**src/rtl/gbc_dma_arbiter.sv**
```systemverilog
// Shared-bus arbiter for the CPU, the HDMA engine and the OAM DMA engine.
// Each DMA byte is a read slot followed by a write slot; ownership changes only between bytes.
module gbc_dma_arbiter (
    input  logic        clk,
    input  logic        reset,
    input  logic        hdma_rd,
    input  logic [15:0] hdma_src,
    input  logic [15:0] hdma_dst,
    input  logic        oam_req,
    input  logic [15:0] oam_src,
    input  logic [7:0]  oam_idx,
    input  logic        cpu_req,
    input  logic        cpu_wr,
    input  logic [15:0] cpu_addr,
    input  logic [7:0]  cpu_wdata,
    input  logic [7:0]  bus_rdata,
    output logic [15:0] bus_addr,
    output logic [7:0]  bus_wdata,
    output logic        bus_rd,
    output logic        bus_wr,
    output logic        vram_we,
    output logic [12:0] vram_addr,
    output logic [7:0]  vram_wdata,
    output logic        oam_we,
    output logic [7:0]  oam_addr,
    output logic [7:0]  oam_wdata,
    output logic        hdma_ack,
    output logic        oam_ack,
    output logic        cpu_stall,
    output logic [1:0]  grant
);

    typedef enum logic [2:0] {IDLE, H_RD, H_WR, O_RD, O_WR} state_t;

    state_t      state;
    state_t      state_next;
    logic [1:0]  grant_next;
    logic [12:0] hdma_dst_q;
    logic        hdma_vram_q;
    logic [7:0]  oam_idx_q;
    logic        cpu_hram;
    logic        cpu_bus;
    logic        hdma_src_vram;

    // HRAM/IE accesses are served inside the CPU and never touch the shared bus.
    assign cpu_hram      = (cpu_addr >= 16'hFF80);
    assign cpu_bus       = cpu_req & ~cpu_hram;
    assign hdma_src_vram = (hdma_src[15:13] == 3'b100);

    always_ff @(posedge clk) begin
        if (reset) begin
            state       <= IDLE;
            grant       <= 2'd0;
            hdma_dst_q  <= '0;
            hdma_vram_q <= 1'b0;
            oam_idx_q   <= '0;
        end else begin
            state <= state_next;
            grant <= grant_next;
            if (state == H_RD) begin
                hdma_dst_q  <= hdma_dst[12:0];
                hdma_vram_q <= hdma_src_vram;
            end
            if (state == O_RD) begin
                oam_idx_q <= oam_idx;
            end
        end
    end

    // The continuation rules from H_WR and O_WR coincide with plain priority arbitration,
    // so every byte boundary (IDLE, H_WR, O_WR) uses the same decision.
    always_comb begin
        state_next = IDLE;
        case (state)
            H_RD:    state_next = H_WR;
            O_RD:    state_next = O_WR;
            default: begin
                if (hdma_rd) begin
                    state_next = H_RD;
                end else if (oam_req) begin
                    state_next = O_RD;
                end else begin
                    state_next = IDLE;
                end
            end
        endcase

        grant_next = 2'd0;
        case (state_next)
            H_RD, H_WR: grant_next = 2'd1;
            O_RD, O_WR: grant_next = 2'd2;
            default:    grant_next = 2'd0;
        endcase
    end

    always_comb begin
        bus_addr   = '0;
        bus_wdata  = '0;
        bus_rd     = 1'b0;
        bus_wr     = 1'b0;
        vram_we    = 1'b0;
        vram_wdata = '0;
        oam_we     = 1'b0;
        oam_wdata  = '0;
        hdma_ack   = 1'b0;
        oam_ack    = 1'b0;
        case (state)
            IDLE: begin
                if (cpu_bus) begin
                    bus_addr  = cpu_addr;
                    bus_wdata = cpu_wdata;
                    bus_rd    = ~cpu_wr;
                    bus_wr    = cpu_wr;
                end
            end
            H_RD: begin
                bus_addr = hdma_src;
                bus_rd   = ~hdma_src_vram;
            end
            H_WR: begin
                bus_addr   = hdma_src;
                vram_we    = 1'b1;
                vram_wdata = hdma_vram_q ? 8'hFF : bus_rdata;
                hdma_ack   = 1'b1;
            end
            O_RD: begin
                bus_addr = oam_src;
                bus_rd   = 1'b1;
            end
            O_WR: begin
                bus_addr  = oam_src;
                oam_we    = 1'b1;
                oam_wdata = bus_rdata;
                oam_ack   = 1'b1;
            end
            default: begin
                bus_addr = '0;
            end
        endcase
    end

    assign vram_addr = hdma_dst_q;
    assign oam_addr  = oam_idx_q;
    assign cpu_stall = cpu_bus & (grant != 2'd0);

endmodule

```
**config.mk**
```make
export PLATFORM = sky130hd
export DESIGN_NAME = gbc_dma_arbiter
export DESIGN_NICKNAME = d
export VERILOG_FILES = /design/src/rtl/gbc_dma_arbiter.sv
export SDC_FILE = /design/constraint.sdc
export NUM_CORES = 1
export LEC_CHECK = 0
export CORE_ASPECT_RATIO = 0.7
export CORE_MARGIN = 2
export CORE_UTILIZATION = 32
export DETAILED_ROUTE_END_ITERATION = 7
export GPL_TIMING_DRIVEN = 0
export HOLD_SLACK_MARGIN = 0.05
export PLACE_DENSITY_LB_ADDON = 0.12
export SETUP_SLACK_MARGIN = 0.1
export SYNTH_ARGS = -nofsm -noshare
export SYNTH_HDL_FRONTEND = slang
export SYNTH_SLANG_ARGS = --single-unit
```
**constraint.sdc**
```tcl
create_clock -name clk -period 2 [get_ports clk]
set_clock_uncertainty 0.15 [all_clocks]
set_input_delay 0.2 -clock clk [delete_from_list [all_inputs] [get_ports clk]]
set_output_delay 0.2 -clock clk [all_outputs]
set_load 0.01 [all_outputs]
```
### Word-level counts from Yosys, hierarchy flattened

Cells that the tools add are included.

| storage, ports and cells | value |
|---|---|
| bits in registers | 27 |
| input port bits | 94 |
| output and inout port bits | 70 |
| word-level logic and storage cells | 43 |

| operators by class | value |
|---|---|
| $lt $le $gt $ge | 1 |
| eq/ne operators | 9 |
| mux-type cells | 17 |
| bitwise logic cells | 5 |
| reduce and logical (&&, ||, !) cells | 6 |

Operator list:

| operator | count |
|---|---|
| $pmux W16 S3 | 1 |
| $mux W8 | 5 |
| $ge A16 B16 Y1 const B | 1 |
| $mux W16 | 1 |
| $eq A3 B2 Y1 const B | 4 |
| $eq A3 B3 Y1 const B | 3 |
| $reduce_or A2 Y1 | 4 |
| $eq A3 B1 Y1 const B | 2 |
| $pmux W3 S2 | 1 |
| $mux W1 | 5 |
| $mux W2 | 2 |
| $pmux W2 S2 | 1 |
| $logic_not A3 Y1 | 1 |
| $not A1 Y1 | 3 |
| $pmux W1 S3 | 1 |
| $and A1 B1 Y1 | 2 |
| $reduce_bool A2 Y1 | 1 |

### Depth between registers and ports, before layout

| logic depth | value |
|---|---|
| word-level depth | 6 |
| depth in mapped cells | 6 |
| gate-level depth less buffers | 3 |

### Worst setup path before layout

OpenSTA, ideal clock, no wires.

| path | value |
|---|---|
| path type | reg-to-output |
| start point | reg state[1] |
| end point | out bus_addr[3] |
| arrival | 1414 ps |
| required time | 1650 ps |
| setup slack | 236 ps |
| stages on the path, launching flop included | 6 |
| buffers on the path | 2 |
| cell sequence | dfxtp_1 buf_6 buf_4 mux2i_1 nor2_1 a2111o_1 |

| between the ends | value |
|---|---|
| cells in the longest elaborated chain, start to end | 3 |
| elaborated cells between the ends (all ways) | 8 |
| classes of those cells | eq/ne: 4; mux: 1; reduce/logical: 3 |

RTL lines:

| element | line | text |
|---|---|---|
| start, declared | 35 | `state_t state;` |
| start signal, assigned | 58 | `state <= state_next;` |
| $eq A3 B2 Y1, or another cell as far along | 107 | `case (state)` |
| $reduce_or A2 Y1 (no source line) | n/a |  |
| $pmux W16 S3 (*) | 107 |  |
| end, declared | 17 | `output logic [15:0] bus_addr,` |

Mark *: on every way between the ends. The rest lies on a longest branch, timed or not.

### Final worst setup path

| path | value |
|---|---|
| start point | reg state[1] |
| end point | out bus_addr[9] |

The elaborated chain is that of the path after synthesis.

==> summary.txt <==
Run status
  – Status: finished, violations left
  – Failing checks: setup timing

Global route
  – Total GRT Usage: between 20% and 30%
  – Vias in the first global route: roughly 2500
  – Antenna violations before repair: 0
  – Pin count of the biggest net entering global routing: 15
  – Overflow after GRT: 0
  – Global-route wire length before repair: ~12000 um

Layout
  – Cell Count, Final, Fillers Out: 513
  – Antenna fix cells: 0
  – Layout cells sized above 1: 30.6%
  – Fillers: ~470
  – Post-layout nets: approximately 530
  – Core Util, Final: ~70%
  – Area Growth Syn to Fin: 114%

Critical path
  – Flop2flop setup slack: about 180 ps
  – Delay of the slowest critical-path stage: roughly 400 ps
  – Critical-path top delay cell: dfxtp_4
  – WS Path Type: reg -> out
  – CP Launch Type: register
  – Reg-to-Reg End: vram_addr[9]$_SDFFE_PP0P_
  – Peak fanout along the critical path: 5
  – Crit path max-delay family: flip-flops
  – Reg2reg start: state[0]$_SDFF_PP0_
  – FF-to-FF path depth: 7
  – CP Capture Type: output pin
  – WP data required: 1650 ps
  – WP data arrival: 1750 ps
  – Crit path cell chain: buf_12, buf_4, mux2i_1, nor2_1, a2111o_1, buf_2
  – Buffers & Inverters on Critical Path: 3

Yosys
  – Most frequent cell after synthesis: nor2_1
  – Cell area after synthesis: 1930 um2
  – Synth area leaders: dfxtp_1, mux2i_1, a2111o_1
  – Prevailing post-synth register cell: dfxtp_1
  – Synth warnings: 0
  – Post-synth ARST share: 0%
  – Post-synth EDFFs: 0
  – Top cells by count, synth: nor2_1, nand2_1, dfxtp_1
  – Register bit total from synthesis: 27
  – Syn nets: 336
  – Mean area per synthesized cell: 7.99 um2
  – Cell taking the most area after synthesis: dfxtp_1
  – Cells after Synth: 242
  – Sequential area share after synthesis: between 20 and 30%
  – Post-synth cell types: 32
  – Synth top area share: 28.0%

CTS
  – CTS root buf: clkbuf_8
  – Sink Count: 27
  – Clk slew on worst S/H paths: 100 ps
  – Clock latency on the worst-skew pair: 280 ps
  – Number of buffers inserted by hold repair at cts: 0
  – Max clock buf depth: 2
  – CTS tree: yes
  – H-tree Lvls: 1
  – CTS Buf Count: 3

Timing
  – Final setup fails: 26
  – Final Max Tran Viols: 0
  – Final min period: 2100 ps
  – Hold slack: approximately 180 ps
  – Slew margin rel.: between 60% and 70%
  – Period utilization: 105%
  – Fin worst setup slack: -103 ps
  – F_max: 0.476 GHz
  – RSZ-0062 raised after global routing: yes
  – Fin. Hold Viols: 0
  – Worst-Margin Slew: 473 ps

Routing
  – Routed WL per cell: 17.3 um
  – Residual DRC count: 0
  – Initial DRC count: 149
  – Post-route antenna net violation count: 0
  – Initial DRT Pass Iterations: 4
  – Final wirelength: just under 9000 um
  – DR vias/cell: 5.12
  – Vias: about 2600

Hold path
  – Hold depth: 2
  – Hold Crit Class: in -> reg
  – Hold_sp: reset
  – Hold Path End: vram_addr[3]$_SDFFE_PP0P_

Power and ir drop
  – P_leak: 1.91 nW
  – Worst vdd ir: 0.263 mV
  – Power density over cell area: 437 nW/um2

Placement
  – Post-DP HPWL: 5900 um
  – GPL Wtd Cong: 0.793
  – Placement Setup Slack: -734 ps
  – Placed cells: approximately 480
  – Buffers on Ports: roughly 160

Floorplan
  – Die Ht: 69.0 um
  – Starting Density: 33.4%
  – CORE AREA: 5780 um2
  – Top Ports: 164
  – Die Width: 96.9 um
  – Die area: 6690 um2
  – Cell Rows: 23

Flow run
  – MaxCap Viol Count: 0
[layer usage]
metal,up-vias,global-route usage [%],share of wire (%)
met5,-,0,0
met4,0,3.60,1.2
met3,10,7.20,8.2
met2,142,39.2,48
met1,1213,27.0,42
li1,1261,-,-
[how the worst max path moves through the flow]
stage | slack, ps | end | from | cells past startpoint
3_3_place_gp | -720 | bus_addr[12] | cpu_addr[8] | 6
4_1_cts | -130 | bus_addr[12] | state[1]$_SDFF_PP0_ | 7
6_report | -100 | bus_addr[9] | state[1]$_SDFF_PP0_ | 6
3_5_place_dp | -730 | bus_addr[1] | cpu_addr[8] | 6
5_1_grt | -150 | bus_addr[9] | state[1]$_SDFF_PP0_ | 6
2_1_floorplan | 240 | bus_addr[3] | state[1]$_SDFF_PP0_ | 5
[logic make-up (layout without fill, tap and decap cells)]
| family | Yosys count | count (layout) | share of synthesized area (%) |
|---|---|---|---|
| AO/OA/AOI/OAI | 46 | 46 | 19.5 |
| XOR/XNOR | 1 | 1 | 0.453 |
| buffers and inverters | 26 | 222 | 6.99 |
| flip-flops | 27 | 27 | 28.0 |
| multiplexers | 23 | 23 | 11.9 |
| AND/OR/NAND/NOR | 119 | 119 | 33.2 |
[sequential cells by signal, indices dropped and copies added (netlist names)]
register / count
state: 3
hdma_vram_q: 1
oam_addr: 8
vram_addr: 13
grant: 2
[cell usage in the layout (no fill, tap or decap), types with 2 or more instances in the layout]
cell and count:
clkdlybuf4s50_1 104, buf_2 34, buf_6 33, nor2_1 29, nand2_1 27, dfxtp_1 24
mux2i_1 23, and3_1 20, a21oi_1 17, a2111o_1 15, buf_4 14, nor3b_1 13
and2_4 8, o21a_1 8, clkbuf_2 7, buf_12 6, buf_8 5, clkbuf_1 4
clkbuf_16 4, dlygate4sd2_1 4, nor3b_2 3, and3_4 3, clkbuf_8 3, nor3b_4 2
nand3b_1 2, and2_1 2, buf_1 2, dfxtp_2 2
[per-stage QoR]
step / total power, mW / area [um2] / TNS [ps]
6_report: 1.80 / 4130 / -1370
5_1_grt: 1.89 / 4130 / -3270
4_1_cts: 1.66 / 3740 / -804
3_5_place_dp: 1.32 / 3620 / -22280
3_3_place_gp: 1.31 / 3620 / -21230
2_1_floorplan: 0.893 / 1930 / 0
[layout make-up]
type                       instances  area, um2  share of cell area, %
inverter                           1       3.75                 0.0908
timing repair buffer             192       1840                   44.5
sequential                        27        547                   13.2
multi-input combinational        189       1360                   32.9
tap                               75       93.8                   2.27
buffer                            25        241                   5.84
clock buffer                       4       45.0                   1.09
[where the power goes]
group | switching (mW) | internal [mW] | total (mW)
Combinational | 0.362 | 0.546 | 0.908
Clock | 0.173 | 0.143 | 0.316
Sequential | 0.0167 | 0.564 | 0.581
[what timing repair did]
item,4_1_cts,5_1_grt
setup endpoints to repair,47,52
resized for setup,213,84
setup buffers,10,18
gates cloned,1,6
pin swaps,9,30
No activity file was read; power rests on OpenSTA's default activity.
